<file path="src/rtl/display_pkg.sv">
// Shared types and seven-segment constants for the display readout.
package display_pkg;

    // Converter phases: wait for a request, run the shifts, publish the result.
    typedef enum logic [1:0] {
        ST_IDLE,
        ST_SHIFT,
        ST_DONE
    } disp_state_t;

    typedef logic [3:0] bcd_digit_t;

    // Active-low segments {g,f,e,d,c,b,a}; all ones turns the digit off.
    localparam logic [6:0] SEG_BLANK = 7'b1111111;

    // Digit-to-segment table, element 9 first so that SEG_DIGITS[d] selects digit d.
    localparam logic [9:0][6:0] SEG_DIGITS = {
        7'b0010000,  // 9
        7'b0000000,  // 8
        7'b1111000,  // 7
        7'b0000010,  // 6
        7'b0010010,  // 5
        7'b0011001,  // 4
        7'b0110000,  // 3
        7'b0100100,  // 2
        7'b1111001,  // 1
        7'b1000000   // 0
    };

endpackage

</file>
<file path="src/rtl/seg7_encode.sv">
// One BCD digit to active-low seven-segment pattern, with a forced-blank input.
module seg7_encode
    import display_pkg::*;
(
    input  bcd_digit_t  digit,
    input  logic        blank,
    output logic [6:0]  seg
);

    // Non-decimal nibbles cannot come out of the converter; show them as blank.
    always_comb begin
        // NOTE: every output of a combinational block gets a default first, so no path can infer a latch.
        seg = SEG_BLANK;
        if (!blank && digit <= 4'd9) begin
            seg = SEG_DIGITS[digit];
        end
    end

endmodule

</file>
<file path="src/rtl/display_readout.sv">
// Sequential double-dabble binary-to-BCD converter driving six paged HEX displays.
module display_readout
    import display_pkg::*;
#(
    parameter int WIDTH  = 32,
    parameter int DIGITS = 10
) (
    input  logic             clk,
    input  logic             rst_n,
    input  logic [WIDTH-1:0] value,
    input  logic             load,
    input  logic             page,
    input  logic             blank_zeros,
    output logic             busy,
    output logic             done,
    output logic [6:0]       hex0,
    output logic [6:0]       hex1,
    output logic [6:0]       hex2,
    output logic [6:0]       hex3,
    output logic [6:0]       hex4,
    output logic [6:0]       hex5
);

    localparam int CNT_W = $clog2(WIDTH);
    localparam int BCD_W = DIGITS * 4;

    disp_state_t      state_q, state_d;
    logic [WIDTH-1:0] bin_q;
    logic [BCD_W-1:0] acc_q;
    logic [BCD_W-1:0] acc_adj;
    logic [BCD_W-1:0] bcd_q;
    logic [CNT_W-1:0] cnt_q;

    // State register.
    always_ff @(posedge clk or negedge rst_n) begin
        // NOTE: sequential state uses non-blocking assignments so every flop samples pre-edge values.
        if (!rst_n) state_q <= ST_IDLE;
        else        state_q <= state_d;
    end

    // Next-state and status outputs; busy covers the whole conversion including DONE.
    always_comb begin
        state_d = state_q;
        busy    = 1'b0;
        done    = 1'b0;
        unique case (state_q)
            ST_IDLE: begin
                if (load) state_d = ST_SHIFT;
            end
            ST_SHIFT: begin
                busy = 1'b1;
                if (cnt_q == '0) state_d = ST_DONE;
            end
            ST_DONE: begin
                busy    = 1'b1;
                done    = 1'b1;
                state_d = ST_IDLE;
            end
            default: state_d = ST_IDLE;
        endcase
    end

    // Add-3 correction: each nibble independently, no carry into its neighbour.
    always_comb begin
        acc_adj = acc_q;
        for (int i = 0; i < DIGITS; i++) begin
            if (acc_q[4*i +: 4] >= 4'd5) acc_adj[4*i +: 4] = acc_q[4*i +: 4] + 4'd3;
        end
    end

    // Conversion datapath; bcd_q only changes in DONE so the display holds the previous result.
    always_ff @(posedge clk or negedge rst_n) begin
        // NOTE: the result register is reset too, so the displays come up showing a defined zero.
        if (!rst_n) begin
            bin_q <= '0;
            acc_q <= '0;
            bcd_q <= '0;
            cnt_q <= '0;
        end else begin
            unique case (state_q)
                ST_IDLE: begin
                    if (load) begin
                        bin_q <= value;
                        acc_q <= '0;
                        cnt_q <= CNT_W'(WIDTH - 1);
                    end
                end
                ST_SHIFT: begin
                    {acc_q, bin_q} <= {acc_adj[BCD_W-2:0], bin_q, 1'b0};
                    if (cnt_q != '0) cnt_q <= cnt_q - 1'b1;
                end
                ST_DONE: begin
                    bcd_q <= acc_q;
                end
                default: ;
            endcase
        end
    end

    // Leading-zero suppression over the full number, scanned from the top digit down.
    logic [DIGITS-1:0] suppress;
    always_comb begin
        logic run;
        run      = 1'b1;
        suppress = '0;
        for (int i = DIGITS - 1; i >= 0; i--) begin
            run         = run && (bcd_q[4*i +: 4] == 4'd0);
            suppress[i] = blank_zeros && run && (i != 0);
        end
    end

    bcd_digit_t hex_digit [6];
    logic [5:0] hex_blank;
    logic [6:0] hex_seg   [6];

    // Page select: low six digits, or the top four right-aligned with hex5/hex4 dark.
    always_comb begin
        hex_blank = '1;
        for (int i = 0; i < 6; i++) hex_digit[i] = '0;
        if (!page) begin
            for (int i = 0; i < 6; i++) begin
                hex_digit[i] = bcd_q[4*i +: 4];
                hex_blank[i] = suppress[i];
            end
        end else begin
            for (int i = 0; i < 4; i++) begin
                hex_digit[i] = bcd_q[4*(i+6) +: 4];
                hex_blank[i] = suppress[i+6];
            end
        end
    end

    for (genvar g = 0; g < 6; g++) begin : g_seg
        seg7_encode u_seg (
            .digit (hex_digit[g]),
            .blank (hex_blank[g]),
            .seg   (hex_seg[g])
        );
    end

    assign hex0 = hex_seg[0];
    assign hex1 = hex_seg[1];
    assign hex2 = hex_seg[2];
    assign hex3 = hex_seg[3];
    assign hex4 = hex_seg[4];
    assign hex5 = hex_seg[5];

endmodule
</file>
<file path="config.mk">
export PLATFORM = sky130hd
export DESIGN_NAME = display_readout
export DESIGN_NICKNAME = d
export VERILOG_FILES = /design/src/rtl/display_pkg.sv /design/src/rtl/seg7_encode.sv /design/src/rtl/display_readout.sv
export SDC_FILE = /design/constraint.sdc
export NUM_CORES = 1
export LEC_CHECK = 0
export CAP_MARGIN = 10
export CORE_AREA = 2 2 128 118
export DETAILED_ROUTE_END_ITERATION = 8
export DIE_AREA = 0 0 130 120
export PLACE_DENSITY = 0.81
export SYNTH_ARGS = -nofsm -noshare
export SYNTH_HDL_FRONTEND = slang
export SYNTH_SLANG_ARGS = --single-unit
</file>
<file path="constraint.sdc">
create_clock -name clk -period 2.6 [get_ports clk]
set_input_delay 0.39 -clock clk [delete_from_list [all_inputs] [get_ports clk]]
set_output_delay 0.39 -clock clk [all_outputs]
set_load 0.01 [all_outputs]
</file>
==> results.yml <==
run_status:
  outcome: "complete, but fails checks"
  violations: "hold timing, setup timing"
floorplanning:
  die_h_um: 120
  core_area_um2: 14300
  die-area_um2: 15600
  start_util_pct: 49.7
  die_w_um: 130
  fp-row-count: 42
  io_pins: 81
timing:
  hold_violations: 7
  slew_headroom_pct: 23.7
  worstMarginPinSlew_ns: 1.14
  max_freq_mhz: 362
  layout_min_cycle_time_ns: 2.77
  timing.hold.ws_ns: -0.00546
  min_period_over_period_pct: 106
  finClkSkew_ns: 0.00815
  fin_ws_ns: -0.166
  setup_tns_ns: -2.30
  finalSetupViolCount: 35
  slew_violations: 0
  rsz0062_at_grt: "yes"
worst_setup_path:
  max_stage_delay_ns: 0.57
  cp_slowest_cell: "or4_4"
  crit_required_ns: 2.21
  crit_top_cell: "buf_6"
  cp-start-kind: "flip-flop"
  worstSetupPathType: "flip-flop to primary output"
  crit_fanout: 6
  end_kind: "primary output"
  crit_family: "simple AND/OR/NAND/NOR gates"
  cp_num_buf_inv: 4
  crit_arrival_ns: 2.38
  crit_chain: "or4_4 -> nor3_4 -> buf_6 -> buf_6 -> buf_6 -> nand3_4 -> o211ai_1 -> buf_2"
logic_synthesis:
  synth-simple-area-share_pct: 11.7
  yosysMostFrequentCell: "dfrtp_1"
  synth_common_cells: "119 x dfrtp_1, 72 x nand2_1, 65 x o21ai_0"
  yosys_register_bits: 119
  ys_seq_area_share_pct: 41.7
  yosys.area.top_type_share_pct: 41.7
  synth_area_um2: 7140
  synth_edf_count: 0
  syn_inst: 701
  synthAdderAreaFrac_pct: 9.64
  synth_compound_area_share_pct: 14.1
  synth_area_leaders: "dfrtp_1 42%, ha_1 9.6%, mux2_2 8.5%"
  yosys_warnings: 0
  synth.avg_cell_area_um2: 10.2
  synth_top_family_by_area: "multiplexers"
  muxShareOfSynthArea_pct: 16.4
  synth_nets: 793
  synth_xor_area_share_pct: 2.21
  yosysUniqueCellTypes: 58
  synth.largest_area_cell: "dfrtp_1"
  synthArstFlopShare_pct: 100
  ys.flop_type: "dfrtp_1"
cts:
  cts.reportedPaths.clkPinSlew_ns: 0.05
  cts_buffers: 17
  cts_tree: "yes"
  htree_levels: 4
  cts_max_path_buffers: 2
  clock_latency_ns: 0.41
  cts_sinks: 119
  cts_root_buf: "clkbuf_16"
routing:
  wire_per_inst_um: 16.0
  drt-total-wl_um: 17500
  drc: 0
  dr.pass1.iters: 5
  dr.first_iter.drc_count: 206
  drtAntennaViolNets: 0
  vias: 5994
  vias_per_cell: 5.47
global_routing:
  grt_pass1_vias: 5994
  grt_pass1_wl_um: 28600
  antenna_found_initial: 0
  gr-total-overflow: 0
  grt_usage_pct: 22.8
  grt_max_degree: 65
power:
  ir_drop_uv: 594
  power.internal_mw: 4.35
  seq_power_share_pct: 37.3
  clockPowerShare_pct: 33.7
  power_switching_mw: 2.07
  p_leak_nw: 4.61
  p_per_area_nw_per_um2: 659
  p_comb_share_pct: 29.0
  switching_share_pct: 32.3
min_path:
  hold_class: "input pin to async pin"
finish:
  stdcell_count: 1096
  fin_nets: 979
  area_delta_synth_final_pct: 36.5
  layout-drive-gt1-share_pct: 33.2
  antenna_cells_inserted: 0
place:
  port_buffers: 80
  placed_cells: 1042
  gp_congestion: 0.811
  dpl.hpwl_um: 11200
run:
  drv_cap: 0
## kinds of logic (layout without fill, tap and decap cells)
group / Yosys count / count (layout)
AO/OA/AOI/OAI: 160 / 160
XOR/XNOR: 18 / 18
multiplexers: 110 / 110
adder cells (fa/ha/maj): 55 / 55
flip-flops: 119 / 119
AND/OR/NAND/NOR: 165 / 165
buffers and inverters: 74 / 271
## cell usage in the layout, fill, tap and decap left out, types with 31 or more instances in the layout
cell type          n
buf_2             31
buf_4            102
clkdlybuf4s50_1   35
dfrtp_1          119
ha_1              49
inv_1             44
mux2_2            54
mux2i_1           44
nand2_1           70
o21ai_0           63
## worst paths after layout
check,start,slack [ns],end,cells after the start
max reg2reg,state_q[0],0.29,acc_q[11],5
min,rst_n,-0.005,bin_q[21],1
max,bcd_q[24],-0.17,hex3[1],8
max in group asynchronous,rst_n,1.85,bcd_q[29],2
min in group clk,bin_q[23],0.48,bin_q[23],2
min reg2reg,bin_q[23],0.48,bin_q[23],2
## area by class of cell
cell class | count | area [um^2]
clock buffers | 19 | 433
clock inverters | 11 | 110
fillers | 1031 | 4610
inverters | 46 | 176
multi-input cells | 508 | 4200
flip-flops and latches | 119 | 2980
well taps | 198 | 248
repair buffers | 195 | 1600
## stage by stage
stage	hold WS, ns	instance area (um^2)	setup slack (ns)	total power, mW	utilization (%)
floorplan	0.0944	7140	0.0150	3.64	-
global placement	0.440	8800	-0.621	4.19	61.3
detailed placement	0.449	8800	-0.682	4.27	61.3
CTS	0.0112	9630	-0.109	6.46	67.2
global route	0.0444	9740	-0.274	6.81	67.9
finish	-0.00546	9740	-0.166	6.42	67.9
## power groups by stage
stage | sequential, mW | clock [mW] | combinational [mW]
global placement | 2.40 | 0 | 1.79
CTS | 2.40 | 2.19 | 1.87
floorplan | 2.35 | 0 | 1.29
detailed placement | 2.42 | 0 | 1.85
finish | 2.40 | 2.16 | 1.86
global route | 2.44 | 2.29 | 2.08
## per-layer routing
metal / vias to the layer above / wire, um / global-route usage [%]
met3: 31 / 932 / 4.41
met5: - / 0 / 0
met2: 185 / 8740 / 38.1
li1: 2875 / - / -
met4: 0 / 345 / 8.80
met1: 2903 / 7520 / 29.2
## sequential cells by signal (all words and copies together), names as in the netlist
register  flops
acc_q        40
bin_q        32
state_q       2
bcd_q        40
cnt_q         5
## repair_timing
action / CTS / global route
pin swaps: 11 / 11
resized for setup: 212 / 33
hold buffers: 0 / 0
setup buffers: 21 / 5
endpoints found under the hold margin: 0 / 0
setup endpoints to repair: 42 / 42
gates cloned: 1 / 0
Note: power is estimated with default switching activity, not from simulation.
